[src/rtl/irq_sched.sv]
// Interrupt scheduler: latches and masks 32 sources, offers the lowest pending one to the core
// with a req/ack/EOI handshake. The optional countdown timer on IRQ 0 is enabled by IRQ_SCHED_TIMER_EN.
module irq_sched #(
  parameter logic [31:0] LATCHED_IRQ = 32'hffff_ffff,
  parameter logic [31:0] MASKED_IRQ  = 32'h0000_0000,
  parameter int          EOI_DELAY   = 1
) (
  input  logic        clk,
  input  logic        resetn,
  input  logic [31:0] irq_i,
  input  logic        mask_wr_i,
  input  logic [31:0] mask_wdata_i,
  output logic [31:0] irq_mask_o,
  output logic [31:0] irq_pending_o,
  output logic        irq_req_o,
  output logic [4:0]  irq_id_o,
  input  logic        irq_ack_i,
  output logic        irq_active_o,
  input  logic        eoi_valid_i,
  output logic [31:0] eoi_o,
  input  logic        timer_wr_i,
  input  logic [31:0] timer_wdata_i,
  output logic [31:0] timer_q_o
);

  // state    | meaning
  // S_IDLE   | waiting for an unmasked pending source
  // S_REQ    | irq_req high, irq_id frozen until ack
  // S_ACTIVE | handler running, waiting for EOI
  // S_DELAY  | EOI_DELAY idle cycles before the next request
  typedef enum logic [1:0] {S_IDLE, S_REQ, S_ACTIVE, S_DELAY} state_t;

  localparam logic [1:0] DLY_LOAD = 2'((EOI_DELAY > 0) ? (EOI_DELAY - 1) : 0);

  state_t      state_q;
  logic [31:0] mask_q, mask_d;
  logic [31:0] pending_q, pending_d;
  logic [4:0]  id_q;
  logic        req_q, active_q;
  logic [31:0] eoi_q;
  logic [1:0]  dly_q;
  logic [31:0] tmr_q;
  logic        tmr_fire;
  logic [31:0] irq_src, pend_next, ack_clr, cand;
  logic [4:0]  sel_id;
  logic        sel_vld;

`ifdef IRQ_SCHED_TIMER_EN
  // A load in the same cycle as the 1->0 step cancels the interrupt.
  always_ff @(posedge clk) begin
    if (!resetn)              tmr_q <= 32'd0;
    else if (timer_wr_i)      tmr_q <= timer_wdata_i;
    else if (tmr_q != 32'd0)  tmr_q <= tmr_q - 32'd1;
  end
  assign tmr_fire = !timer_wr_i && (tmr_q == 32'd1);
`else
  logic unused_tmr;
  assign unused_tmr = ^{timer_wr_i, timer_wdata_i};
  assign tmr_q      = 32'd0;
  assign tmr_fire   = 1'b0;
`endif

  always_comb begin
    irq_src   = irq_i | {31'd0, tmr_fire};
    pend_next = (((pending_q | irq_src) & LATCHED_IRQ) | (irq_src & ~LATCHED_IRQ)) & ~MASKED_IRQ;
    ack_clr   = 32'd0;
    if (state_q == S_REQ && irq_ack_i) ack_clr = 32'd1 << id_q;
    // A fresh assertion on the ack edge keeps the source pending.
    pending_d = pend_next & ~(ack_clr & ~irq_src);
    mask_d    = mask_wr_i ? mask_wdata_i : mask_q;
  end

  always_comb begin
    cand    = pending_q & ~mask_q;
    sel_vld = 1'b0;
    sel_id  = 5'd0;
    for (int i = 31; i >= 0; i--) begin
      if (cand[i]) begin
        sel_vld = 1'b1;
        sel_id  = 5'(i);
      end
    end
  end

  always_ff @(posedge clk) begin
    if (!resetn) begin
      mask_q    <= 32'hffff_ffff;
      pending_q <= 32'd0;
    end else begin
      mask_q    <= mask_d;
      pending_q <= pending_d;
    end
  end

  always_ff @(posedge clk) begin
    if (!resetn) begin
      state_q  <= S_IDLE;
      id_q     <= 5'd0;
      req_q    <= 1'b0;
      active_q <= 1'b0;
      eoi_q    <= 32'd0;
      dly_q    <= 2'd0;
    end else begin
      eoi_q <= 32'd0;
      case (state_q)
        S_IDLE: begin
          if (sel_vld) begin
            state_q <= S_REQ;
            id_q    <= sel_id;
            req_q   <= 1'b1;
          end
        end
        S_REQ: begin
          if (irq_ack_i) begin
            state_q  <= S_ACTIVE;
            req_q    <= 1'b0;
            active_q <= 1'b1;
          end
        end
        S_ACTIVE: begin
          if (eoi_valid_i) begin
            eoi_q    <= 32'd1 << id_q;
            active_q <= 1'b0;
            dly_q    <= DLY_LOAD;
            state_q  <= (EOI_DELAY == 0) ? S_IDLE : S_DELAY;
          end
        end
        S_DELAY: begin
          if (dly_q == 2'd0) state_q <= S_IDLE;
          else               dly_q   <= dly_q - 2'd1;
        end
        default: state_q <= S_IDLE;
      endcase
    end
  end

  assign irq_mask_o    = mask_q;
  assign irq_pending_o = pending_q;
  assign irq_req_o     = req_q;
  assign irq_id_o      = id_q;
  assign irq_active_o  = active_q;
  assign eoi_o         = eoi_q;
  assign timer_q_o     = tmr_q;

endmodule
[config.mk]
export PLATFORM = sky130hd
export DESIGN_NAME = irq_sched
export DESIGN_NICKNAME = d
export VERILOG_FILES = /design/src/rtl/irq_sched.sv
export SDC_FILE = /design/constraint.sdc
export NUM_CORES = 1
export LEC_CHECK = 0
export CORE_MARGIN = 2
export CORE_UTILIZATION = 44
export DETAILED_ROUTE_END_ITERATION = 16
export HOLD_SLACK_MARGIN = 0.08
export PLACE_DENSITY = 0.86
export SYNTH_ARGS = -nofsm -noshare
export SYNTH_HDL_FRONTEND = slang
export SYNTH_SLANG_ARGS = --single-unit
[constraint.sdc]
create_clock -name clk -period 2.9 [get_ports clk]
set_input_delay 0.58 -clock clk [delete_from_list [all_inputs] [get_ports clk]]
set_output_delay 0.58 -clock clk [all_outputs]
set_load 0.05 [all_outputs]
# [Word level (Yosys, flattened, before mapping)]
# Index checks and enable logic that the tools add are counted.
[word_totals] regBits=107 latchBits=0 mem_bits_rw=0 rom_bits=0 in_bits=102 output_inout_bits=135 word_cells=116 memories=0
[classes] n_addsub=1 n_mul=0 div_mod_pow=0 n_lt_le_gt_ge=0 eq_ne=8 shift=1 muxes=79 n_bitwise=7 reduce_logical=12
[ops] cell="$mux W5" n=32
[ops] cell="$and A32 B32 Y32" n=3
[ops] cell="$not A32 Y32" n=3
[ops] cell="$mux W1" n=36
[ops] cell="$mux W32" n=1
[ops] cell="$or A32 B32 Y32" n=1
[ops] cell="$shl A1 B5 Y32 const A" n=1
[ops] cell="$mux W2" n=6
[ops] cell="$reduce_and A3 Y1" n=4
[ops] cell="$ne A2 B2 Y1 const B" n=5
[ops] cell="$pmux W2 S4" n=1
[ops] cell="$reduce_bool A2 Y1" n=3
[ops] cell="$eq A2 B2 Y1 const B" n=2
[ops] cell="$logic_not A2 Y1" n=2
[ops] cell="$pmux W1 S2" n=2
[ops] cell="$pmux W2 S2" n=1
[ops] cell="$reduce_and A4 Y1" n=1
[ops] cell="$eq A2 B1 Y1 const B" n=1
[ops] cell="$reduce_and A2 Y1" n=1
[ops] cell="$sub A2 B1 Y2 const B" n=1
[ops] cell="$logic_and A1 B1 Y1" n=1

# [Logic depth before layout (Yosys ltp)]
[logic_depth] word_depth=36 depth_mapped=8 depth_no_buf=8

# [Least setup slack after synthesis]
# OpenSTA, ideal clock, no wires.
[synth_timing] path_kind="register -> register" startpoint="register mask_q[21], in the netlist irq_mask_o[21]" endpoint="register id_q[2], in the netlist irq_id_o[2]" arrival_ns=1.856 required_time_ns=2.783 setup_slack_ns=0.927 path_stages_with_launch=7 synth_period_minus_slack_ns=1.973 cell_sequence="dfxtp_1 -> nor2b_4 -> nor4_4 -> nand4_4 -> o31ai_4 -> nor2_1 -> a32o_1"
[synth_between] elab_chain_cells=25
[synth_rtl] element="from (decl)" line="36" text="logic [31:0] mask_q, mask_d;"
[synth_rtl] element="from (signal assigned)" line="90" text="mask_q <= mask_d;"
[synth_rtl] element="$not A32 Y32 (*)" line="74" text="cand = pending_q & ~mask_q;"
[synth_rtl] element="$and A32 B32 Y32 (*)" line="74"
[synth_rtl] element="$mux W1 (22 in series)" line="78" text="if (cand[i]) begin"
[synth_rtl] element="$reduce_and A2 Y1 (no source line)"
[synth_rtl] element="to (signal assigned)" line="109" text="id_q <= sel_id;"
[synth_rtl] element="to (decl)" line="38" text="logic [4:0] id_q;"
# Mark *: on every way between the ends. The rest lies on a longest branch, timed or not.
# A chain may end at the register's enable or synchronous reset.

# [Worst setup path in the final report]
[layout_timing] startpoint="register id_q[3], in the netlist irq_id_o[3]" endpoint="output irq_id_o[3]"
[layout_rtl] element="to (decl)" line="16" text="output logic [4:0] irq_id_o,"
# No word-level cell between the ends.

==> flow_summary.toml <==
[worst_hold_path]
hold_depth = 2
min_to = "irq_req_o"
hold_path.class = "reg2reg"
worstHoldStart = "irq_req_o"

[global_route]
grt_pass1_wl_um = 20600
grt.total_usage_pct = 22.38
grt_max_degree = 55
grt_pass1_vias = 4158
grt.overflow.total = 0
antenna_found_initial = 0

[clocking]
cts_buffer_depth = 2
clock-sinks = 107
cts_tree = "built"
numCtsBuffers = 9
insertion_delay_ps = 370
ctsRootBufferMaster = "clkbuf_8"
clk_pin_slew_ps = 100
postCtsResizedCells = 0
postCtsSetupBuffers = 0
cts_hold_buf = 0
htreeDepth = 3

[setup_path]
setup.worst_path.class = "reg2out"
crit_buf_inv = 1
reg2reg_slack_ps = 670
cp_max_fo = 18
cp_slowest_stage_delay_ps = 940
cp_data_arrival_time_ps = 2070
critPathCaptureType = "output pin"
reg2reg_depth = 4
worst_path_max_delay_cell = "clkdlybuf4s50_1"
cp_data_required_time_ps = 2320
regToRegEndpoint = "irq_pending_o[9]"
cp-start-kind = "flop"
r2r_start = "irq_id_o[3]"
cp_top_family = "buffers and inverters"
path_cells = "clkdlybuf4s50_1"

[synthesis]
synth_cells = 533
synth_enable_flop_cells = 0
netlist_area_um2 = 4863
synth_seq_area_share_pct = 44.04
ys_types = 53
synthArstFlopShare_pct = 0
synth.area.top_cells = "dfxtp_1 44%, mux2i_1 7.0%, nand2_1 5.2%"
synth_common_cells = "107 x dfxtp_1, 67 x nand2_1, 46 x nor2_1, 37 x nor2b_1, 34 x mux2i_1"
synth_flop_cell = "dfxtp_1"
syn_area_per_cell_um2 = 9.125
ys_warn_count = 0
yosysMostFrequentCell = "dfxtp_1"
ys_ff_latch = 107
synth_top_area_cell = "dfxtp_1"
synth_top_area_share_pct = 44.04

[timing]
tns_ps = 0
maxSlewHeadroom_pct = 36.85
final.setup_skew_ps = 7.164
tightest_slew_ps = 947.2
fin_crit_sh_pct = 91.26
rsz0062_at_grt = "false"
timing.fmax_mhz = 377.9
fin_crit_ps = 2646
hold_viol = 0
drv_slew = 0
setup_violations = 0

[power_and_ir_drop]
power_density_nw_per_um2 = 615.0
ir_worst_vdd_uv = 373.0
power_leakage_uw = 0.002699

[routing]
top_layer_used = "met4"
route.detailed.drc = 0
met1_length_um = 5197
wl_met3_um = 1179
drt-total-wl_um = 13330
drtPass1Iterations = 5
postRouteAntennaNets = 0
wl_met2_um = 6639
vias_per_cell = 5.057
vias = 4258
drtIter0Drc = 262
routedWlPerCell_um = 15.84

[floorplanning]
core-area_um2 = 10790
fp.dieW_um = 109.1
dieHeight_um = 109.1
ios = 237
initial_utilization_pct = 45.06
dieArea_um2 = 11910
fp-row-count = 38

[finish]
layout.nets = 805
diodes = 0
final_cells = 842
finish.utilization_pct = 63.05
area_delta_synth_final_pct = 39.93
layout-drive-gt1-share_pct = 7.550

[placed_design]
place_inst = 826
globalplace.congestion = 0.8866
portBuffers = 171
dp_hpwl_um = 10490

[run]
cap_violations = 0

[outcome]
outcome = "complete, no violations"
stage by stage:
step | hold slack [ps] | power [uW] | setup slack [ps] | instance area, um^2
after CTS | 489.7 | 4190 | 256.1 | 6805
final | 491.3 | 4185 | 253.6 | 6805
after global placement | 463.1 | 3137 | 549.8 | 6579
after floorplan | 467.7 | 2729 | 927.1 | 4980
after detailed placement | 472.7 | 3169 | 527.9 | 6579
after global routing | 513.4 | 4368 | 158.8 | 6805
state kept, by name (all words and copies together), names as in the netlist:
register and cells:
irq_id_o 5, eoi_o 32, state_q 2, irq_req_o 1, irq_active_o 1, irq_mask_o 32
dly_q 2, irq_pending_o 32
logic make-up after synthesis:
| group | synth area share [%] |
|---|---|
| and+or+nand+nor | 28.35 |
| DFF | 44.04 |
| AOI/OAI and AO/OA | 11.55 |
| buffers and inverters | 7.435 |
| muxes | 6.998 |
| adders and majority gates | 1.544 |
| other | 0.07711 |
how the worst max path moves through the flow:
stage                        start           endpoint  cells past startpoint
finish                 irq_id_o[3]        irq_id_o[3]                      1
global route           irq_id_o[3]        irq_id_o[3]                      1
CTS                    irq_id_o[3]        irq_id_o[3]                      1
detailed placement       irq_ack_i  irq_pending_o[15]                      5
global placement         irq_ack_i  irq_pending_o[15]                      5
floorplan           irq_mask_o[21]        irq_id_o[2]                      6
power by group:
group / internal (uW) / total (uW) / switching [uW]
registers: 1580 / 1710 / 128
logic: 506 / 1440 / 936
clock network: 499 / 1040 / 538
total: 2580 / 4190 / 1600
routing by layer:
layer	GRT usage [%]	vias to the layer above
li1	-	2070
met1	25.62	1972
met2	39.31	187
met3	6.754	29
met4	7.967	0
met5	0	-
area by class of cell:
type | instances | area [um^2]
Sequential cell | 107 | 2142
Inverter | 9 | 33.78
Fill cell | 890 | 3988
Timing Repair Buffer | 176 | 1752
Clock inverter | 7 | 102.6
Clock buffer | 9 | 123.9
Multi-Input combinational cell | 394 | 2476
Tap cell | 140 | 175.2
cells in the final DEF (no fill, tap or decap), drive strengths merged, types with 3 or more instances in the layout:
master | synthesis | layout
clkdlybuf4s50 | 0 | 169
dfxtp | 107 | 107
nand2 | 68 | 68
nor2b | 50 | 50
nor2 | 47 | 47
mux2i | 34 | 34
a21oi | 32 | 32
conb | 1 | 32
nand3 | 20 | 20
nand2b | 19 | 19
o21a | 18 | 18
o21ai | 14 | 14
inv | 9 | 13
clkbuf | 18 | 9
nor3 | 9 | 9
buf | 36 | 7
ha | 6 | 6
o211ai | 4 | 4
and2 | 4 | 4
nand4 | 4 | 4
nor4 | 4 | 4
and2b | 3 | 3
o31ai | 3 | 3
(Power assumes the default switching activity.)
